[src/rtl/aesl_deadlock_pkg.sv]
// Shared types and helpers for the AXI-Stream deadlock monitor source end.
// Latency: n/a (compile-time definitions only).
// Backpressure: n/a; channel stall semantics are decoded in axis_stall_counter.
package aesl_deadlock_pkg;

  // Ceiling log2 for parameter arithmetic; clog2(1) == 0.
  function automatic int clog2(input int n);
    int r;
    r = 0;
    while ((1 << r) < n) r++;
    return r;
  endfunction

  // Index width for a channel number, never narrower than one bit.
  function automatic int ch_w(input int n);
    return (clog2(n) < 1) ? 1 : clog2(n);
  endfunction

  // Direction of a channel as seen from the monitored instance.
  typedef enum logic {
    DIR_READ  = 1'b0,
    DIR_WRITE = 1'b1
  } ch_dir_e;

  // Sticky-record clear handshake states.
  typedef enum logic {
    CLR_IDLE = 1'b0,
    CLR_ACK  = 1'b1
  } clr_state_e;

endpackage

[src/rtl/axis_stall_counter.sv]
// One channel's stall decode, saturating consecutive-stall counter and block bit.
// Latency: block bit registered; rises on the edge ending the THRESH-th stalled cycle.
// Backpressure: observes tvalid/tready only, never drives or stalls the channel.
module axis_stall_counter
  import aesl_deadlock_pkg::*;
#(
  parameter int THRESH = 1024,
  parameter int CNT_W  = 16
) (
  input  logic clock,
  input  logic reset,
  input  logic tvalid,
  input  logic tready,
  input  logic dir,
  input  logic en,
  input  logic idle,
  output logic blk,
  output logic blk_next
);

  localparam logic [CNT_W-1:0] SAT = CNT_W'(THRESH);

  logic             stall;
  logic [CNT_W-1:0] cnt_q, cnt_d;
  logic             blk_q, blk_d;

  // Stall decode and saturating count; any non-stall cycle restarts the run.
  always_comb begin
    stall = en & ~idle & ((ch_dir_e'(dir) == DIR_WRITE) ? (tvalid & ~tready)
                                                        : (tready & ~tvalid));
    cnt_d = '0;
    if (stall) begin
      cnt_d = (cnt_q == SAT) ? cnt_q : cnt_q + 1'b1;
    end
    blk_d = (cnt_d == SAT);
  end

  // Counter and block bit state.
  always_ff @(posedge clock or negedge reset) begin
    if (!reset) begin
      cnt_q <= '0;
      blk_q <= 1'b0;
    end else begin
      cnt_q <= cnt_d;
      blk_q <= blk_d;
    end
  end

  assign blk      = blk_q;
  assign blk_next = blk_d;

endmodule

[src/rtl/axis_block_detector.sv]
// Per-channel AXI-Stream block detection plus sticky first-block record with timestamp.
// Latency: block bits and any_block registered together; record captured on the rising edge.
// Backpressure: passive monitor; clr_req is acked one cycle later, at most every second cycle.
module axis_block_detector
  import aesl_deadlock_pkg::*;
#(
  parameter int NUM_CH = 2,
  parameter int THRESH = 1024,
  parameter int CNT_W  = 16,
  parameter int TS_W   = 32
) (
  input  logic                      clock,
  input  logic                      reset,
  input  logic [NUM_CH-1:0]         ch_tvalid,
  input  logic [NUM_CH-1:0]         ch_tready,
  input  logic [NUM_CH-1:0]         ch_dir,
  input  logic [NUM_CH-1:0]         ch_en,
  input  logic                      inst_idle,
  output logic [NUM_CH-1:0]         axis_block_sigs,
  output logic                      any_block,
  output logic                      first_valid,
  output logic [ch_w(NUM_CH)-1:0]   first_ch,
  output logic [TS_W-1:0]           first_ts,
  input  logic                      clr_req,
  output logic                      clr_ack
);

  localparam int CH_W = ch_w(NUM_CH);

  logic [NUM_CH-1:0] blk_q, blk_d, rise;
  logic [TS_W-1:0]   ts_q, ts_d;
  logic              any_block_q;
  logic              first_valid_q, first_valid_d;
  logic [CH_W-1:0]   first_ch_q, first_ch_d;
  logic [TS_W-1:0]   first_ts_q, first_ts_d;
  clr_state_e        clr_state_q;
  logic              clr_ack_q;
  logic              clr_fire;

  for (genvar i = 0; i < NUM_CH; i++) begin : g_ch
    axis_stall_counter #(
      .THRESH (THRESH),
      .CNT_W  (CNT_W)
    ) u_cnt (
      .clock    (clock),
      .reset    (reset),
      .tvalid   (ch_tvalid[i]),
      .tready   (ch_tready[i]),
      .dir      (ch_dir[i]),
      .en       (ch_en[i]),
      .idle     (inst_idle),
      .blk      (blk_q[i]),
      .blk_next (blk_d[i])
    );
  end

  // Timestamp advance and first-block record; a clear beats a same-cycle rise.
  always_comb begin
    ts_d          = ts_q + 1'b1;
    rise          = blk_d & ~blk_q;
    clr_fire      = (clr_state_q == CLR_IDLE) & clr_req;
    first_valid_d = first_valid_q;
    first_ch_d    = first_ch_q;
    first_ts_d    = first_ts_q;
    if (clr_fire) begin
      first_valid_d = 1'b0;
      first_ch_d    = '0;
      first_ts_d    = '0;
    end else if (!first_valid_q && (|rise)) begin
      first_valid_d = 1'b1;
      first_ts_d    = ts_q;
      // Walk downward so the lowest rising index is the one kept.
      for (int i = NUM_CH - 1; i >= 0; i--) begin
        if (rise[i]) first_ch_d = CH_W'(i);
      end
    end
  end

  // Timestamp, any_block and record registers.
  always_ff @(posedge clock or negedge reset) begin
    if (!reset) begin
      ts_q          <= '0;
      any_block_q   <= 1'b0;
      first_valid_q <= 1'b0;
      first_ch_q    <= '0;
      first_ts_q    <= '0;
    end else begin
      ts_q          <= ts_d;
      any_block_q   <= |blk_d;
      first_valid_q <= first_valid_d;
      first_ch_q    <= first_ch_d;
      first_ts_q    <= first_ts_d;
    end
  end

  // Clear handshake FSM: ack one cycle after a request seen in IDLE, then back to IDLE.
  always_ff @(posedge clock or negedge reset) begin
    if (!reset) begin
      clr_state_q <= CLR_IDLE;
      clr_ack_q   <= 1'b0;
    end else begin
      case (clr_state_q)
        CLR_IDLE: begin
          if (clr_req) begin
            clr_state_q <= CLR_ACK;
            clr_ack_q   <= 1'b1;
          end else begin
            clr_ack_q   <= 1'b0;
          end
        end
        CLR_ACK: begin
          clr_state_q <= CLR_IDLE;
          clr_ack_q   <= 1'b0;
        end
        default: begin
          clr_state_q <= CLR_IDLE;
          clr_ack_q   <= 1'b0;
        end
      endcase
    end
  end

  assign axis_block_sigs = blk_q;
  assign any_block       = any_block_q;
  assign first_valid     = first_valid_q;
  assign first_ch        = first_ch_q;
  assign first_ts        = first_ts_q;
  assign clr_ack         = clr_ack_q;

endmodule

[config.mk]
export PLATFORM = sky130hd
export DESIGN_NAME = axis_block_detector
export DESIGN_NICKNAME = d
export VERILOG_FILES = /design/src/rtl/aesl_deadlock_pkg.sv /design/src/rtl/axis_stall_counter.sv /design/src/rtl/axis_block_detector.sv
export SDC_FILE = /design/constraint.sdc
export NUM_CORES = 1
export LEC_CHECK = 0
export CAP_MARGIN = 25
export CORE_MARGIN = 3
export CORE_UTILIZATION = 35
export CTS_CLUSTER_SIZE = 30
export DETAILED_ROUTE_END_ITERATION = 16
export GPL_TIMING_DRIVEN = 0
export HOLD_SLACK_MARGIN = 0.03
export PLACE_DENSITY = 0.58
export SKIP_CTS_REPAIR_TIMING = 1
export SKIP_LAST_GASP = 1
export SYNTH_ARGS = -nofsm -noshare
export SYNTH_HDL_FRONTEND = slang
export SYNTH_SLANG_ARGS = --single-unit
[constraint.sdc]
create_clock -name clock -period 3.9 [get_ports clock]
set_input_delay 1.17 -clock clock [delete_from_list [all_inputs] [get_ports clock]]
set_output_delay 1.17 -clock clock [all_outputs]
set_load 0.05 [all_outputs]
==> metrics <==
RSZ-0062 raised after global routing false; layout cells sized above 1 5.832%; chip height 126.7 µm; Port-buffer cells 49; LEAKAGE 2.466 nW; initial antenna violation count 0; crit path max fanout 10; Area contributors post-synth dfrtp_1 (50%), xnor2_1 (7.0%), nand2_1 (6.6%); Post-Synth XOR/XNOR Area 9.276%; mux cell area share after synthesis 6.479%; Relative slew margins 35.28%; CTS tree done; final-report hold violation count 0; FP Rows 43; M2 GR Usage 22.35%; largest family of logic cells by synthesized area simple AND/OR/NAND/NOR gates; max_cap viols 0; CTS root buf clkbuf_16; crit path DAT 3830 ps; Ports 50; crit start category input pin; met1 usage 19.26%; family with the most delay on the worst path buffers and inverters; syn_area_per_cell 9.843 µm²; cell mode on critical path buf_6; global-route wire length before repair 18600 µm; core area 14040 µm²; worst-skew pair later-pin latency 350 ps; Warnings, synthesis 0; largest net degree at the start of global routing 71; Routed Antenna Nets 0; Layout Skew 8.952 ps; Seq cells post-synth 102; P per Cell Area 323.2 nW/µm²; GPL Wtd Cong 0.8075; leading area contributor after synthesis dfrtp_1; DR iter-0 viols 240; Worst path max stage delay 470 ps; worst slew pin tran 961.9 ps; CP cell instances clkdlybuf4s50_1 > and3b_1 > o21ai_0 > clkbuf_2 > a21oi_1 > nor4_1 > and4_1 > a32o_1 > buf_6 > buf_6 > mux2i_1; Distinct cells, synth 50; aggregate global-route resource usage 13.94%; min cycle time layout 3572 ps; Hold WC Path Type register to register; Layout area overhead 19.95%; Final Util 43.55%; cell area after synthesis 5099 µm²; Seq/Total Area, Yosys 50.06%; placed cell count 748; most used routing layer met2; EDFF count, synth 0; WP data required 4160 ps; Die Wd 126.7 µm; share of synthesized registers carrying an async set or reset 100.0%; detailed-route vias per instance 5.080; count leader, synth dfrtp_1; fill cell count 1350; element type at the critical path end register; Synth Flop Type dfrtp_1; Mapped Cells 518; WL/cell 14.03 µm; CP bufs+invs 4; max-slew violations 0; vias in the first global route 3812; via count 3876; clk slew on worst S/H paths 70 ps; fmax 279.9 MHz; final setup fails 0; Synthesized Nets 535; adder-cell share of the synthesized area 1.227%; Synth Area in Compound Gates 5.521%; critical path class input pin to register; Clock H-tree levels 3; Commonest cells post-synth dfrtp_1 (102), nand2_1 (89), xnor2_1 (41), nor2_1 (37), mux2i_1 (33); Initial Utilization 36.31%; status completed; final net count 596; final worst path period share 91.59%; die footprint 16050 µm²; peak supply drop 0.0002227 V; grt met3 use 1.895%; Congestion Overflow GR 0; drt pass-1 iters 5; post-synth top area share 50.06%; clock buffer depth 2; Post-Synth Simple-Gate Area 23.41%; DRC 0; CTS sink cnt 102; CP max-delay cell clkdlybuf4s50_1; Finished Layout Cells 763; CTS Buf Count 9; final WL 10700 µm; Diodes inserted 0; dpl hpwl 7682 µm
metal layers:
layer / up-vias / share of wire [%]
met1: 1912 / 47
li1: 1910 / -
met5: - / 0
met3: 8 / 3.0
met2: 46 / 48
met4: 0 / 1.4
flip-flops by register name (all words and copies together) (netlist names):
signal            flops
first_ch              1
clr_ack               1
ts_q                 32
first_ts             32
any_block             1
first_valid           1
g_ch.u_cnt.blk        2
g_ch.u_cnt.cnt_q     32
report_power, final:
| group | internal [mW] | switching [mW] | leakage, nW |
|---|---|---|---|
| clock network | 0.451 | 0.396 | 0.128 |
| registers | 1.06 | 0.00167 | 1.41 |
| logic | 0.0210 | 0.0489 | 0.928 |
| total | 1.53 | 0.446 | 2.47 |
final cells by class:
class,count,area (µm²),area share (%)
Sequential cell,102,2552,41.73
Timing Repair Buffer,50,515.5,8.429
Tap cell,180,225.2,3.682
Multi-Input combinational cell,373,2341,38.28
Inverter,18,67.56,1.105
Buffer,25,138.9,2.271
Clock buffer,11,242.7,3.969
Clock inverter,4,32.53,0.5319
layout by cell type, fill, tap and decap left out, types with 2 or more instances in the layout:
master / n
nor3_1: 11
inv_1: 18
nor3b_1: 3
or3_1: 9
mux2i_1: 33
nand2_1: 89
a31oi_1: 2
buf_2: 5
xor2_1: 13
buf_6: 4
o31ai_1: 3
or4_1: 2
xnor2_1: 41
and3b_1: 3
a311oi_1: 2
nand3_1: 24
nor2b_1: 5
nand4_1: 16
a21oi_1: 11
nor4_1: 10
or2_2: 2
and4_1: 6
clkbuf_16: 9
nor4b_1: 3
nor4bb_1: 2
clkbuf_1: 13
nor2_1: 37
nand3b_1: 2
a211oi_1: 2
and3_1: 10
o21ai_0: 8
buf_4: 3
ha_1: 5
o211a_1: 3
clkdlybuf4s50_1: 48
dfrtp_1: 102
o21ai_1: 2
clkinvlp_4: 2
metrics by stage:
stage	instance area, µm²	hold slack [ps]	setup slack (ps)	setup TNS (ps)	power [mW]
2_1_floorplan	5099	441.5	889.8	0	1.105
3_3_place_gp	5814	458.3	-2224	-229260	1.149
3_5_place_dp	5839	458.2	-239.4	-6141	1.153
4_1_cts	6115	473.0	114.9	0	2.004
5_1_grt	6116	493.5	50.38	0	2.053
6_report	6116	469.5	327.9	0	1.976
cells by family (layout without fill, tap and decap cells):
group / after synthesis / count (layout)
AO/OA/AOI/OAI: 42 / 42
XOR/XNOR: 54 / 54
adder cells (fa/ha/maj): 5 / 5
buffers and inverters: 43 / 108
flip-flops: 102 / 102
multiplexers: 33 / 33
AND/OR/NAND/NOR: 239 / 239
final timing paths:
kind                                   startpoint          end  slack [ps]  cells past startpoint
min in group asynchronous                   reset     ts_q[22]         760                      1
max                                  ch_tready[1]  first_ts[3]         330                     11
max reg2reg                g_ch[0].u_cnt.cnt_q[0]  first_ts[3]         840                     10
min reg2reg                              ts_q[31]     ts_q[31]         470                      1
min                                      ts_q[31]     ts_q[31]         470                      1
max in group asynchronous                   reset      ts_q[3]        2440                      2
Power figures use the tool's default switching activity.
